`src/rtl/fphub_div_pkg.sv`:
```
`default_nettype none
// ============================================================================
//  Module      : fphub_div_pkg
//  Description : Shared definitions for the HUB floating-point divider:
//                special-case codes, FSM state type and exponent bias.
//  Revision    : 1.0 - initial release
// ============================================================================
package fphub_div_pkg;

    // Case codes produced by the upstream special-case classifier
    localparam int CASE_NONE   = 0;
    localparam int CASE_INF_P  = 1;
    localparam int CASE_INF_N  = 2;
    localparam int CASE_ZERO_P = 3;
    localparam int CASE_ZERO_N = 4;
    localparam int CASE_ONE_P  = 5;
    localparam int CASE_ONE_N  = 6;

    typedef enum logic [1:0] {
        IDLE = 2'd0,
        ITER = 2'd1,
        DONE = 2'd2
    } div_state_t;

    // Exponent bias for an exponent field of width e_w
    function automatic int BIAS(input int e_w);
        return (1 << (e_w - 1)) - 1;
    endfunction

endpackage
`default_nettype wire

```
`src/rtl/hub_mant_div_step.sv`:
```
`default_nettype none
// ============================================================================
//  Module      : hub_mant_div_step
//  Description : One restoring-division step on HUB significands.
//                Produces one quotient bit and the shifted partial remainder.
//  Revision    : 1.0 - initial release
// ============================================================================
module hub_mant_div_step
    import fphub_div_pkg::*;
#(
    parameter int M = 23
) (
    input  logic [M+2:0] i_rem,
    input  logic [M+1:0] i_my,
    output logic [M+2:0] o_rem_next,
    output logic         o_q_bit
);

    logic [M+2:0] w_my_ext;
    logic [M+2:0] w_diff;
    logic [M+2:0] w_sel;

    assign w_my_ext = {1'b0, i_my};
    assign w_diff   = i_rem - w_my_ext;
    assign o_q_bit  = (i_rem >= w_my_ext);
    assign w_sel    = o_q_bit ? w_diff : i_rem;
    // The remainder stays below 2*my, so the MSB lost by the shift is always zero
    assign o_rem_next = w_sel << 1;

endmodule
`default_nettype wire

```
`src/rtl/fphub_div_iter.sv`:
```
`default_nettype none
// ============================================================================
//  Module      : fphub_div_iter
//  Description : Multi-cycle HUB floating-point divider. Non-special operands
//                go through a bit-serial restoring mantissa divider; special
//                operands return the precomputed result after one cycle.
//  Revision    : 1.0 - initial release
// ============================================================================
module fphub_div_iter
    import fphub_div_pkg::*;
#(
    parameter int M            = 23,
    parameter int E            = 8,
    parameter int SPECIAL_CASE = 7
) (
    input  logic                            clk,
    input  logic                            rst,
    input  logic                            in_valid,
    output logic                            in_ready,
    input  logic [E+M:0]                    X,
    input  logic [E+M:0]                    Y,
    input  logic [$clog2(SPECIAL_CASE)-1:0] X_special_case,
    input  logic [$clog2(SPECIAL_CASE)-1:0] Y_special_case,
    input  logic [E+M:0]                    special_result,
    output logic                            out_valid,
    input  logic                            out_ready,
    output logic [E+M:0]                    Z
);

    localparam int c_CW   = $clog2(SPECIAL_CASE);
    localparam int c_CNTW = $clog2(M + 2);

    div_state_t          r_state;
    div_state_t          w_state_next;

    logic [M+2:0]        r_rem;
    logic [M+1:0]        r_my;
    logic [M:0]          r_q;
    logic [c_CNTW-1:0]   r_cnt;
    logic signed [E+1:0] r_ez;
    logic                r_sign;
    logic [E+M:0]        r_z;

    logic                w_accept;
    logic                w_bypass;
    logic                w_last;
    logic [M+2:0]        w_rem_next;
    logic                w_q_bit;
    logic [M+1:0]        w_q_final;
    logic [M-1:0]        w_frac;
    logic signed [E+1:0] w_ex;
    logic signed [E+1:0] w_ey;
    logic signed [E+1:0] w_bias;
    logic signed [E+1:0] w_ez;
    logic signed [E+1:0] w_e;
    logic                w_ovf;
    logic                w_unf;
    logic [E+M:0]        w_z_norm;

    assign w_accept = in_valid && in_ready;

    // ONE on X with a NONE divisor still divides; only INF/ZERO on X bypass
    assign w_bypass = (Y_special_case != c_CW'(CASE_NONE))
                   || (X_special_case == c_CW'(CASE_INF_P))
                   || (X_special_case == c_CW'(CASE_INF_N))
                   || (X_special_case == c_CW'(CASE_ZERO_P))
                   || (X_special_case == c_CW'(CASE_ZERO_N));

    assign w_last = (r_cnt == c_CNTW'(M + 1));

    // Biased quotient exponent, signed with two guard bits for over/underflow
    assign w_ex   = {2'b00, X[E+M-1:M]};
    assign w_ey   = {2'b00, Y[E+M-1:M]};
    assign w_bias = (E+2)'(BIAS(E));
    assign w_ez   = w_ex - w_ey + w_bias;

    hub_mant_div_step #(
        .M (M)
    ) u_step (
        .i_rem      (r_rem),
        .i_my       (r_my),
        .o_rem_next (w_rem_next),
        .o_q_bit    (w_q_bit)
    );

    // Quotient including the bit produced in the final iteration
    assign w_q_final = {r_q, w_q_bit};
    assign w_frac    = w_q_final[M+1] ? w_q_final[M:1] : w_q_final[M-1:0];
    assign w_e       = w_q_final[M+1] ? r_ez : (r_ez - (E+2)'(1));
    assign w_ovf     = !w_e[E+1] && (w_e[E:0] >= (E+1)'((1 << E) - 1));
    assign w_unf     = w_e[E+1] || (w_e == '0);

    always_comb begin
        w_z_norm = {r_sign, w_e[E-1:0], w_frac};
        if (w_ovf) begin
            w_z_norm = {r_sign, {(E+M){1'b1}}};
        end else if (w_unf) begin
            w_z_norm = {r_sign, {(E+M){1'b0}}};
        end
    end

    // State register
    always_ff @(posedge clk) begin
        if (rst) begin
            r_state <= IDLE;
        end else begin
            r_state <= w_state_next;
        end
    end

    // Next-state and handshake outputs
    always_comb begin
        w_state_next = r_state;
        in_ready     = 1'b0;
        out_valid    = 1'b0;
        case (r_state)
            IDLE: begin
                in_ready = !rst;
                if (in_valid && !rst) begin
                    w_state_next = w_bypass ? DONE : ITER;
                end
            end
            ITER: begin
                if (w_last) begin
                    w_state_next = DONE;
                end
            end
            DONE: begin
                out_valid = 1'b1;
                if (out_ready) begin
                    w_state_next = IDLE;
                end
            end
            default: w_state_next = IDLE;
        endcase
    end

    // Operand capture, iteration datapath and result register
    always_ff @(posedge clk) begin
        if (rst) begin
            r_rem  <= '0;
            r_my   <= '0;
            r_q    <= '0;
            r_cnt  <= '0;
            r_ez   <= '0;
            r_sign <= 1'b0;
            r_z    <= '0;
        end else begin
            case (r_state)
                IDLE: begin
                    if (w_accept) begin
                        if (w_bypass) begin
                            r_z <= special_result;
                        end else begin
                            r_rem  <= {2'b01, X[M-1:0], 1'b1};
                            r_my   <= {1'b1, Y[M-1:0], 1'b1};
                            r_q    <= '0;
                            r_cnt  <= '0;
                            r_ez   <= w_ez;
                            r_sign <= X[E+M] ^ Y[E+M];
                        end
                    end
                end
                ITER: begin
                    r_rem <= w_rem_next;
                    r_q   <= {r_q[M-1:0], w_q_bit};
                    r_cnt <= r_cnt + c_CNTW'(1);
                    if (w_last) begin
                        r_z <= w_z_norm;
                    end
                end
                default: ;
            endcase
        end
    end

    assign Z = r_z;

endmodule
`default_nettype wire
```
`config.mk`:
```
export PLATFORM = sky130hd
export DESIGN_NAME = fphub_div_iter
export DESIGN_NICKNAME = d
export VERILOG_FILES = /design/src/rtl/fphub_div_pkg.sv /design/src/rtl/hub_mant_div_step.sv /design/src/rtl/fphub_div_iter.sv
export SDC_FILE = /design/constraint.sdc
export NUM_CORES = 1
export LEC_CHECK = 0
export BUFFER_PORTS_ARGS = -buffer_cell sky130_fd_sc_hd__buf_2
export CORE_MARGIN = 4
export CORE_UTILIZATION = 57
export DETAILED_ROUTE_END_ITERATION = 8
export PLACE_DENSITY = 0.81
export SLEW_MARGIN = 0
export SYNTH_ARGS = -nofsm -noshare
export SYNTH_HDL_FRONTEND = slang
export SYNTH_SLANG_ARGS = --single-unit
```
`constraint.sdc`:
```
create_clock -name clk -period 3.7 [get_ports clk]
set_input_delay 0.37 -clock clk [delete_from_list [all_inputs] [get_ports clk]]
set_output_delay 0.37 -clock clk [all_outputs]
set_load 0.1 [all_outputs]
```
==> flow_metrics.env <==
export IMPL_die_h_um=123
export IMPL_worstSkewPairLatency_ns=0.43
export IMPL_hold_buffers=0
export IMPL_boundaryPins=140
export IMPL_ys_flop_type="dfxtp_1"
export IMPL_avgSynthCellArea_um2=7.79
export IMPL_combPwrFrac=0.401
export IMPL_clkTransAtPathRegs_ns=0.05
export IMPL_period_share=0.873
export IMPL_reg2reg_depth=11
export IMPL_place_congestion=0.927
export IMPL_cts_setup_buffers=0
export IMPL_syn_area_mm2=0.00760
export IMPL_drive_gt1_frac=0.195
export IMPL_crit_path_start_kind="register"
export IMPL_clockRootBuffer="clkbuf_16"
export IMPL_cts_tree="done"
export IMPL_crit_type="reg2reg"
export IMPL_antenna_cells=0
export IMPL_drt_wl_total_mm=19.9
export IMPL_drv_cap=0
export IMPL_dp_cells=1232
export IMPL_die_area_mm2=0.0152
export IMPL_die_w_um=123
export IMPL_num_vias=7395
export IMPL_final_max_slew_viol_count=0
export IMPL_status="finished clean"
export IMPL_timing_fmax_ghz=0.309
export IMPL_ys_ff_latch=124
export IMPL_hold_depth=3
export IMPL_overflow=0
export IMPL_use_met2=0.437
export IMPL_setup_tns_final_ns=0
export IMPL_dp_slack_ns=0.538
export IMPL_ys_async_sr_fraction=0
export IMPL_p_switching_uw=2030
export IMPL_seq_area_frac_synth=0.327
export IMPL_post_route_util=0.699
export IMPL_finalSetupViolations=0
export IMPL_netlist_instances=975
export IMPL_relSlewSlack=0.295
export IMPL_drtIter0Drc=674
export IMPL_core_mm2=0.0128
export IMPL_grt_pass1_wl_mm=32.5
export IMPL_ctsLongestPathBuffers=2
export IMPL_critPathMaxFanout=31
export IMPL_start_util=0.592
export IMPL_portBuffers=139
export IMPL_p_leak_uw=0.00370
export IMPL_num_rows=41
export IMPL_postSynthNetCount=1120
export IMPL_dp_hpwl_mm=13.4
export IMPL_crit_required_ns=4.04
export IMPL_grt_max_degree=80
export IMPL_grt_pass1_vias=6859
export IMPL_crit_arrival_ns=3.57
export IMPL_min_path_type="in2reg"
export IMPL_ir_worst_vdd_v=0.000348
export IMPL_yosysUniqueCellTypes=65
export IMPL_fin_nets=1224
export IMPL_cellInternalPower_uw=3290
export IMPL_finalClockSkew_ns=0.00917
export IMPL_drc=0
export IMPL_power_share_clock=0.321
export IMPL_tightest_slew_ns=1.06
export IMPL_grt_usage=0.266
export IMPL_switching_share=0.381
export IMPL_grt_busiest_layer="met2"
export IMPL_yosys_warnings=0
export IMPL_seq_power_share=0.279
export IMPL_area_delta_synth_final_pct=17.9
export IMPL_met1_usage=0.340
export IMPL_p_per_area_mw_per_mm2=594
export IMPL_numCtsBuffers=17
export IMPL_drtPass1Iterations=5
export IMPL_cts_resized=0
export IMPL_finalNonFillerCells=1264
export IMPL_synth_edff_count=0
export IMPL_routed_via_density=5.85
export IMPL_ant_nets=0
export IMPL_fillCellCount=1077
export IMPL_routedWlPerCell_um=15.7
export IMPL_met3_usage=0.0618
export IMPL_end_kind="register"
export IMPL_clock_sinks=124
export IMPL_cts_max_level=4
export IMPL_post_route_min_period_ns=3.23
export IMPL_hold_viol=0
export IMPL_fin_ws_ns=0.468
export IMPL_rsz0062_at_grt="no"
export IMPL_antenna_found_initial=0
routing by layer:
metal,vias to the layer above,part of all wire
met5,-,0
met1,3421,0.44
met3,37,0.067
met4,0,0.021
li1,3682,-
met2,255,0.47
power groups by stage:
stage	clock (uW)	sequential [uW]	combinational (uW)
floorplan	0	1700	1400
global route	1780	1490	2330
finish	1710	1480	2130
detailed placement	0	1510	2070
global placement	0	1500	2040
CTS	1720	1480	2110
layout make-up:
cell class / count / area [um^2] / area share
clock buffer: 26 / 499 / 0.0557
clock inverter: 6 / 108 / 0.0120
inverter: 56 / 210 / 0.0235
multi-input combinational: 726 / 4630 / 0.517
sequential: 124 / 2480 / 0.277
tap: 172 / 215 / 0.0240
timing repair buffer: 154 / 811 / 0.0905
critical path, cell delays in order (launching register included):
cell	delay [ns]
dfxtp_1	0.40
inv_1	0.11
ha_1	0.20
or3b_1	0.47
xor2_1	0.18
o31ai_1	0.26
a31oi_1	0.15
o41ai_2	0.34
a21oi_4	0.31
o21ai_1	0.21
or3b_1	0.36
a21oi_1	0.15
flip-flops by register name, indices dropped and copies added (netlist names):
signal,cells
Z,32
r_sign,1
r_state,2
r_ez,10
r_rem,26
r_q,24
r_cnt,5
r_my,24
layout by cell type (no fill, tap or decap), drive strengths merged, types with 6 or more instances in the layout:
cell type / count
buf: 154
dfxtp: 124
nor2: 106
nand2: 92
o21ai: 74
a21oi: 73
inv: 55
ha: 37
nor3: 32
nand3: 30
o31ai: 28
xnor2: 26
mux2i: 26
clkbuf: 26
a22oi: 25
or3b: 24
xor2: 16
a211oi: 13
o41ai: 12
a21o: 11
or3: 11
nor2b: 10
or2: 7
a31oi: 7
nand4: 6
per-stage QoR:
stage                     total power, uW  cell area (um^2)  hold WS [ns]
final                                5320              8960         0.139
after global routing                 5610              8960         0.140
after CTS                            5300              8960         0.130
after detailed placement             3570              8350         0.441
after global placement               3550              8350         0.436
after floorplan                      3100              7600         0.436
cells by family after synthesis:
logic type / share of synthesized area
muxes: 0.0343
buffers and inverters: 0.0672
DFF: 0.327
xor gates and xnor gates: 0.0484
and+or+nand+nor: 0.215
adders and majority gates: 0.0662
AOI/OAI and AO/OA: 0.242
cells in the mapped netlist (13+ instances only):
cell      count  area share
a211oi_1     13       0.013
a21oi_1      72       0.047
a22oi_1      25       0.025
clkbuf_1     53       0.026
dfxtp_1     124        0.33
ha_1         37       0.061
inv_1        55       0.027
mux2i_1      26       0.034
nand2_1      91       0.045
nand3_1      30       0.020
nor2_1      106       0.052
nor3_1       31       0.020
o21ai_0      43       0.028
o21ai_1      18       0.012
o21ai_2      13       0.015
o31ai_1      28       0.028
or3b_1       24       0.028
xnor2_1      26       0.030
xor2_1       16       0.018
worst paths after layout:
| check | endpoint | from | slack, ns |
|---|---|---|---|
| max | Z[26]$_SDFFE_PP0P_ | r_ez[0]$_SDFFE_PP0P_ | 0.47 |
| min | r_my[14]$_SDFFE_PP0P_ | Y[13] | 0.14 |
| max reg2reg | Z[26]$_SDFFE_PP0P_ | r_ez[0]$_SDFFE_PP0P_ | 0.47 |
| min reg2reg | Z[1]$_SDFFE_PP0P_ | Z[1]$_SDFFE_PP0P_ | 0.45 |
Power figures use the tool's default switching activity.
